## config.mk

```make
export PLATFORM = sky130hd
export DESIGN_NAME = bin2bcd_seq
export DESIGN_NICKNAME = d
export VERILOG_FILES = /design/src/rtl/bin2bcd_seq.sv
export SDC_FILE = /design/constraint.sdc
export NUM_CORES = 1
export LEC_CHECK = 0
export CAP_MARGIN = 15
export CELL_PAD_IN_SITES_DETAIL_PLACEMENT = 0
export CELL_PAD_IN_SITES_GLOBAL_PLACEMENT = 1
export CORE_MARGIN = 2
export CORE_UTILIZATION = 40
export CTS_CLUSTER_DIAMETER = 30
export DETAILED_ROUTE_END_ITERATION = 10
export PLACE_DENSITY_LB_ADDON = 0.1
export SLEW_MARGIN = 10
export SYNTH_ARGS = -nofsm -noshare
export SYNTH_HDL_FRONTEND = slang
export SYNTH_SLANG_ARGS = --single-unit
```

## constraint.sdc

```tcl
create_clock -name i_CLK -period 6.04 [get_ports i_CLK]
set_clock_uncertainty 0.15 [all_clocks]
set_input_delay 0.906 -clock i_CLK [delete_from_list [all_inputs] [get_ports i_CLK]]
set_output_delay 0.906 -clock i_CLK [all_outputs]
set_load 0.05 [all_outputs]
```

## src/rtl/bin2bcd_seq.sv

```systemverilog
// Sequential binary-to-BCD converter (shift-and-add-3, one input bit per clock).
//
// Ports:
//   i_CLK    - clock, rising edge
//   i_RST    - asynchronous active-low reset
//   i_start  - conversion request, sampled only while idle
//   i_bin    - value to convert, sampled with i_start
//   i_signed - treat i_bin as two's complement, sampled with i_start
//   o_busy   - conversion in progress
//   o_valid  - one-cycle pulse, new result on o_bcd/o_neg/o_blank
//   o_bcd    - result digits, digit 0 (units) in bits [3:0]
//   o_neg    - result is negative
//   o_blank  - leading-zero flags, one per digit (digit 0 never blanked)

module bin2bcd_seq #(
    parameter int unsigned N_BIN = 16,
    parameter int unsigned N_DIG = 5
) (
    input  logic               i_CLK,
    input  logic               i_RST,
    input  logic               i_start,
    input  logic [N_BIN-1:0]   i_bin,
    input  logic               i_signed,
    output logic               o_busy,
    output logic               o_valid,
    output logic [4*N_DIG-1:0] o_bcd,
    output logic               o_neg,
    output logic [N_DIG-1:0]   o_blank
);

    localparam int unsigned CW = $clog2(N_BIN + 1);
    localparam logic [N_DIG-1:0] BLANK_RST = {{(N_DIG - 1){1'b1}}, 1'b0};

    // True when N_DIG decimal digits can hold the largest N_BIN-bit value.
    function automatic bit digits_fit();
        longint unsigned pw;
        pw = 1;
        for (int i = 0; i < int'(N_DIG); i++) pw = pw * 10;
        return pw >= (longint'(1) << N_BIN);
    endfunction

    if (!digits_fit()) begin : g_bad_params
        $error("bin2bcd_seq: N_DIG too small for N_BIN");
    end

    // Digit i is blank when it and every higher digit are zero.
    function automatic logic [N_DIG-1:0] blank_of(input logic [4*N_DIG-1:0] d);
        logic upper_zero;
        blank_of   = '0;
        upper_zero = 1'b1;
        for (int i = int'(N_DIG) - 1; i >= 1; i--) begin
            upper_zero  = upper_zero && (d[4*i +: 4] == 4'd0);
            blank_of[i] = upper_zero;
        end
    endfunction

    typedef enum logic {StIdle, StShift} state_t;

    state_t             state_q, state_d;
    logic [N_BIN-1:0]   sr_q, sr_d;
    logic [4*N_DIG-1:0] acc_q, acc_d;
    logic [CW-1:0]      cnt_q, cnt_d;
    logic               sign_q, sign_d;
    logic [4*N_DIG-1:0] bcd_q, bcd_d;
    logic               neg_q, neg_d;
    logic [N_DIG-1:0]   blank_q, blank_d;
    logic               valid_q, valid_d;
    logic [4*N_DIG-1:0] adj;
    logic [4*N_DIG-1:0] shifted;

    always_comb begin
        state_d = state_q;
        sr_d    = sr_q;
        acc_d   = acc_q;
        cnt_d   = cnt_q;
        sign_d  = sign_q;
        bcd_d   = bcd_q;
        neg_d   = neg_q;
        blank_d = blank_q;
        valid_d = 1'b0;

        adj = acc_q;
        for (int i = 0; i < int'(N_DIG); i++) begin
            if (acc_q[4*i +: 4] >= 4'd5) adj[4*i +: 4] = acc_q[4*i +: 4] + 4'd3;
        end
        shifted = {adj[4*N_DIG-2:0], sr_q[N_BIN-1]};

        unique case (state_q)
            StIdle: begin
                if (i_start) begin
                    // Most-negative input negates to itself, which reads back as
                    // the correct unsigned magnitude.
                    sr_d    = (i_signed && i_bin[N_BIN-1]) ? -i_bin : i_bin;
                    sign_d  = i_signed && i_bin[N_BIN-1];
                    acc_d   = '0;
                    cnt_d   = '0;
                    state_d = StShift;
                end
            end
            StShift: begin
                acc_d = shifted;
                sr_d  = sr_q << 1;
                cnt_d = cnt_q + 1'b1;
                if (cnt_q == CW'(N_BIN - 1)) begin
                    bcd_d   = shifted;
                    neg_d   = sign_q && (shifted != '0);
                    blank_d = blank_of(shifted);
                    valid_d = 1'b1;
                    state_d = StIdle;
                end
            end
            default: state_d = StIdle;
        endcase
    end

    always_ff @(posedge i_CLK or negedge i_RST) begin
        if (!i_RST) begin
            state_q <= StIdle;
            sr_q    <= '0;
            acc_q   <= '0;
            cnt_q   <= '0;
            sign_q  <= 1'b0;
            bcd_q   <= '0;
            neg_q   <= 1'b0;
            blank_q <= BLANK_RST;
            valid_q <= 1'b0;
        end else begin
            state_q <= state_d;
            sr_q    <= sr_d;
            acc_q   <= acc_d;
            cnt_q   <= cnt_d;
            sign_q  <= sign_d;
            bcd_q   <= bcd_d;
            neg_q   <= neg_d;
            blank_q <= blank_d;
            valid_q <= valid_d;
        end
    end

    assign o_busy  = (state_q == StShift);
    assign o_valid = valid_q;
    assign o_bcd   = bcd_q;
    assign o_neg   = neg_q;
    assign o_blank = blank_q;

endmodule

```

==> flow_metrics.tcl, run 1 <==
set metrics [dict create \
    vdd_ir_drop_max_v 0.000153 \
    wl_mm 7.63 \
    synth_nets 424 \
    crit_family "buffers and inverters" \
    globalRouteOverflowTotal 0 \
    finalSetupViolCount 0 \
    clk_pin_slew_ns 0.07 \
    grt_pass1_wl_mm 13.0 \
    vias 2842 \
    htreeDepth 3 \
    worst_slew_pin_slew_ns 0.893 \
    grt_max_degree 70 \
    synth.most_common_cell "nand2_1" \
    fin_nets 467 \
    synth_cells 391 \
    seq_area_frac_synth_pct 47.5 \
    track_usage_pct 16.4 \
    synth_edf_count 0 \
    synthToLayoutAreaGrowth_pct 18.6 \
    slowest_stage "clkdlybuf4s50_1" \
    root_buffer "clkbuf_8" \
    cap_viol_max_count 0 \
    yosysTopAreaCellShare_pct 44.6 \
    timing.final.crit_share_pct 45.1 \
    placedCellCount 531 \
    hold_buffers 0 \
    io_pins 48 \
    cp_cell_sequence "clkdlybuf4s50_1" \
    portBuffers 46 \
    path_max_fanout 2 \
    path_buf_inv 1 \
    clk_latency_ns 0.33 \
    rsz0062_at_grt "no" \
    diodes 0 \
    async_flop_share_pct 100 \
    critPathCaptureType "output port" \
    cts-resized-gates 0 \
    critPathMaxStageDelay_ns 0.80 \
    fin_cells 545 \
    numCtsBuffers 9 \
    fp.dieH_um 99.5 \
    synth-main-ff-cell "dfrtp_1" \
    drive_gt1_share_pct 8.70 \
    viasPerCell 5.21 \
    synth.distinct_cells 43 \
    hold_path_class "register to register" \
    synth_area_leaders "dfrtp_1 45%, nand2_1 7.6%, o21ai_0 6.3%" \
    die_area_um2 9890 \
    power.leakage_nw 1.90 \
    ys.warnings.count 0 \
    tns_ns 0 \
    required_ns 4.98 \
    row_count 34 \
    drv_slew 0 \
    core_area_um2 8760 \
    slew_headroom_pct 40.4 \
    tritoncts "yes" \
    gp_congestion 0.757 \
    start_util_pct 41.6 \
    fin_util_pct 49.3 \
    nFillCells 857 \
    outcome "complete, no violations" \
    synth-seq-cells 69 \
    avgRoutedWirePerCell_um 14.0 \
    arrival_ns 1.67 \
    drc 0 \
    die_x_um 99.5 \
    period_needed_ns 2.72 \
    cts_setup_buffers 0 \
    syn_area_um2 3640 \
    cts.path.max_buffers 2 \
    power.density_nw_per_um2 525 \
    hold_viol 0 \
    path_class "register to output port" \
    drtPass1Iterations 4 \
    synth_commonest_cells "74 x nand2_1, 65 x dfrtp_1, 46 x o21ai_0, 22 x a21oi_1, 19 x nor2_1" \
    dp_hpwl_mm 5.01 \
    drt_iter0_markers 95 \
    max_clock_freq_mhz 367 \
    synth.avg_cell_area_um2 9.32 \
    grt_pass1_vias 2727 \
    ant_nets 0 \
    clock_sinks 69 \
    crit_path_start_kind "register" \
    synth_top_cell_by_area "dfrtp_1" \
    antenna_found_initial 0 \
]
metal layers:
| metal | track usage, % | wire, um | up-vias |
|---|---|---|---|
| met1 | 22.0 | 3800 | 1344 |
| met5 | 0 | 0 | - |
| met4 | 6.32 | 80 | 0 |
| met2 | 26.8 | 3510 | 49 |
| met3 | 2.88 | 236 | 9 |
| li1 | - | - | 1440 |
final timing paths:
kind / cells past startpoint / endpoint / slack (ns) / start
max: 1 / o_blank[1] / 3.32 / o_blank[1]$_DFFE_PN1P_
min: 2 / o_bcd[8]$_DFFE_PN0P_ / 0.32 / o_bcd[8]$_DFFE_PN0P_
max reg2reg: 8 / o_neg$_DFFE_PN0P_ / 3.36 / acc_q[16]$_DFFE_PN0P_
min reg2reg: 2 / o_bcd[8]$_DFFE_PN0P_ / 0.32 / o_bcd[8]$_DFFE_PN0P_
max in group asynchronous: 2 / sr_q[14]$_DFFE_PN0P_ / 4.52 / i_RST
min in group asynchronous: 2 / o_bcd[16]$_DFFE_PN0P_ / 0.61 / i_RST
cell families after synthesis:
kind of cell             share of synthesized area, %
XOR/XNOR                                         4.33
buffers and inverters                            5.49
AND/OR/NAND/NOR                                  16.5
adder cells (fa/ha/maj)                          4.46
other                                           0.103
flip-flops                                       47.5
AO/OA/AOI/OAI                                    16.2
multiplexers                                     5.42
area by class of cell:
cell class | instances | area [um^2] | area share [%]
flip-flops and latches | 69 | 1730 | 40.0
multi-input cells | 285 | 1710 | 39.6
repair buffers | 51 | 493 | 11.4
clock buffers | 13 | 179 | 4.14
well taps | 108 | 135 | 3.13
inverters | 18 | 67.6 | 1.56
clock inverters | 1 | 5.00 | 0.116
state kept, by name (all words and copies together), names as in the netlist:
signal / count
cnt_q: 5
o_bcd: 20
sr_q: 16
sign_q: 1
o_valid: 1
o_busy: 1
o_blank: 4
o_neg: 1
acc_q: 20
report_power, final:
group | switching (mW) | internal [mW] | leakage [nW] | total (mW)
combinational | 0.692 | 0.430 | 0.948 | 1.12
sequential | 0.136 | 0.661 | 0.856 | 0.798
clock | 0.163 | 0.189 | 0.0974 | 0.352
metrics by stage:
step	worst slack (ns)	instance area (um^2)	total power, mW	hold WS (ns)
6_report	3.32	4320	2.27	0.325
4_1_cts	3.30	4320	2.30	0.325
2_1_floorplan	3.68	3640	1.62	0.298
3_5_place_dp	3.02	4140	1.94	0.311
3_3_place_gp	3.08	4140	1.92	0.311
5_1_grt	3.19	4320	2.46	0.343
worst min-delay path, cell delays in order, from the launching register on:
cell	delay, ns
dfrtp_1	0.34
nand2_1	0.04
o21ai_0	0.06
cells in the final DEF, fill, tap and decap left out, types with 2 or more instances in the layout:
cell	Yosys	routed
a31oi_1	4	4
a21oi_1	22	22
and3_1	4	4
dfstp_2	4	4
nand2b_1	5	5
xnor2_1	13	13
o21ai_0	46	46
dfrtp_1	65	65
nor3b_1	8	8
nor3_1	5	5
o21bai_1	2	2
clkbuf_8	5	13
nand2_1	74	74
nor2_1	19	19
ha_1	13	13
clkdlybuf4s50_1	0	45
buf_4	1	5
a31o_2	4	4
o21ai_1	2	2
o31ai_1	3	3
xor2_1	5	5
o22ai_1	13	13
mux2_2	6	6
or3_1	2	2
inv_1	16	16
a41oi_1	2	2
mux2i_1	13	13
nand3_1	9	9
Note: power is estimated with default switching activity, not from simulation.
==> run 2, diff against run 1 <==
==> constraint.sdc (replaced) <==
create_clock -name i_CLK -period 2.6 [get_ports i_CLK]
set_clock_uncertainty 0.15 [all_clocks]
set_input_delay 0.39 -clock i_CLK [delete_from_list [all_inputs] [get_ports i_CLK]]
set_output_delay 0.39 -clock i_CLK [all_outputs]
set_load 0.05 [all_outputs]
==> flow_metrics.tcl, run 2 (synthesis gave the netlist of run 1 again) <==
set metrics [dict create \
    outcome "complete, no violations" \
    layout_commonest_cell "nand2_1" \
    clk_pin_slew_ns 0.08 \
    synthToLayoutAreaGrowth_pct 21.6 \
    nFillCells 869 \
    grt_pass1_wl_mm 13.3 \
    dp_hpwl_mm 5.80 \
    root_buffer "clkbuf_8" \
    hold_path_class "register to register" \
    rsz0062_at_grt "no" \
    timing.final.crit_share_pct 89.8 \
    gp_congestion 0.792 \
    fp.dieH_um 99.5 \
    r2r-end "o_neg$_DFFE_PN0P_" \
    vdd_ir_drop_max_v 0.000326 \
    track_usage_pct 17.0 \
    critPathCaptureType "register" \
    cap_viol_max_count 0 \
    arrival_ns 2.38 \
    tritoncts "yes" \
    hold_viol 0 \
    reg2reg_slack_ns 0.27 \
    seq_area_um2 1730 \
    finalSetupViolCount 0 \
    drc 0 \
    core_area_um2 8760 \
    portBuffers 46 \
    clk_latency_ns 0.34 \
    drtPass1Iterations 4 \
    die_x_um 99.5 \
    numCtsBuffers 9 \
    tns_ns 0 \
    power.leakage_nw 1.96 \
    io_pins 48 \
    avgRoutedWirePerCell_um 14.1 \
    clock_sinks 69 \
    grt_pass1_vias 2745 \
    reg2regPathDepth 9 \
    wl_mm 7.90 \
    die_area_um2 9890 \
    drv_slew 0 \
    start_util_pct 41.6 \
    startpoint "acc_q[16]$_DFFE_PN0P_" \
    fin_hold_ws_ns 0.328 \
    final_cell_mix "74 x nand2_1, 65 x dfrtp_1, 46 x o21ai_0" \
    multi_input_area_um2 1710 \
    worst_slew_pin_slew_ns 0.606 \
    vias 2878 \
    required_ns 2.65 \
    diodes 0 \
    path_max_fanout 4 \
    path_class "register to register" \
    htreeDepth 3 \
    fin_nets 479 \
    cts-resized-gates 0 \
    crit_path_start_kind "register" \
    drt_iter0_markers 94 \
    globalRouteOverflowTotal 0 \
    max_clock_freq_mhz 429 \
    grt_max_degree 32 \
    antenna_found_initial 0 \
    viasPerCell 5.15 \
    cp-endpoint "o_neg$_DFFE_PN0P_" \
    power.density_nw_per_um2 1210 \
    ant_nets 0 \
    period_needed_ns 2.33 \
    cts.path.max_buffers 2 \
    row_count 34 \
    slew_headroom_pct 59.6 \
    r2r_start "acc_q[16]$_DFFE_PN0P_" \
    cts_setup_buffers 0 \
    drive_gt1_share_pct 11.3 \
]
[run 2: cell types whose count changed in the layout (fill, tap and decap cells not counted), sizes merged]
cell and delta:
buf +12, clkinvlp +1, dlygate4sd3 +1, clkbuf -1
clkinv +2, clkdlybuf4s50 -1
[run 2: where the power goes]
part           switching (mW)  internal (mW)
registers               0.337           1.54
logic                    1.62           1.08
clock network           0.396          0.394
[run 2: area by class of cell]
| cell class | count | area share (%) |
|---|---|---|
| multi-input combinational | 285 | 38.6 |
| sequential | 69 | 39.1 |
| clock buffer | 12 | 3.50 |
| inverter | 18 | 1.52 |
| timing repair buffer | 63 | 13.7 |
| tap | 108 | 3.05 |
| clock inverter | 4 | 0.508 |
[run 2: metrics by stage]
stage | area, um^2 | power [mW] | cells | util, % | setup WS, ns
after global routing | 4430 | 5.81 | 559 | 50.6 | 0.0546
after CTS | 4430 | 5.43 | 559 | 50.6 | 0.249
after detailed placement | 4250 | 4.62 | 542 | 48.4 | 0.158
after floorplan | 3640 | 3.77 | 391 | - | 0.481
final | 4430 | 5.36 | 559 | 50.6 | 0.266
after global placement | 4250 | 4.54 | 542 | 48.4 | 0.171
[run 2: critical path, cell delays in order (launching register included)]
cell,delay [ns]
dfrtp_1,0.43
inv_1,0.13
ha_1,0.21
nand2b_1,0.07
a21oi_1,0.23
mux2i_1,0.21
nand3_1,0.18
nor4_1,0.31
buf_4,0.17
a41oi_1,0.12
[run 2: worst min path at each step]
stage / from / endpoint / slack [ns] / cells past startpoint
2_1_floorplan: i_RST / acc_q[0]$_DFFE_PN0P_ / -0.06 / 0
3_3_place_gp: i_RST / o_bcd[16]$_DFFE_PN0P_ / 0.28 / 1
3_5_place_dp: i_RST / acc_q[16]$_DFFE_PN0P_ / 0.28 / 1
4_1_cts: o_blank[2]$_DFFE_PN1P_ / o_blank[2]$_DFFE_PN1P_ / 0.33 / 2
5_1_grt: o_bcd[9]$_DFFE_PN0P_ / o_bcd[9]$_DFFE_PN0P_ / 0.36 / 2
6_report: o_bcd[16]$_DFFE_PN0P_ / o_bcd[16]$_DFFE_PN0P_ / 0.33 / 2
[run 2: layer usage]
layer | vias to the layer above | part of all wire, % | global-route usage [%]
met1 | 1333 | 46 | 22.1
met2 | 68 | 47 | 27.7
met3 | 14 | 4.7 | 4.57
met4 | 0 | 1.7 | 5.48
met5 | - | 0 | 0
li1 | 1463 | - | -
[run 2: repair_timing]
action / in CTS / in global routing
hold buffers: 1 / 0
setup endpoints to repair: 0 / 0
endpoints found under the hold margin: 19 / 0
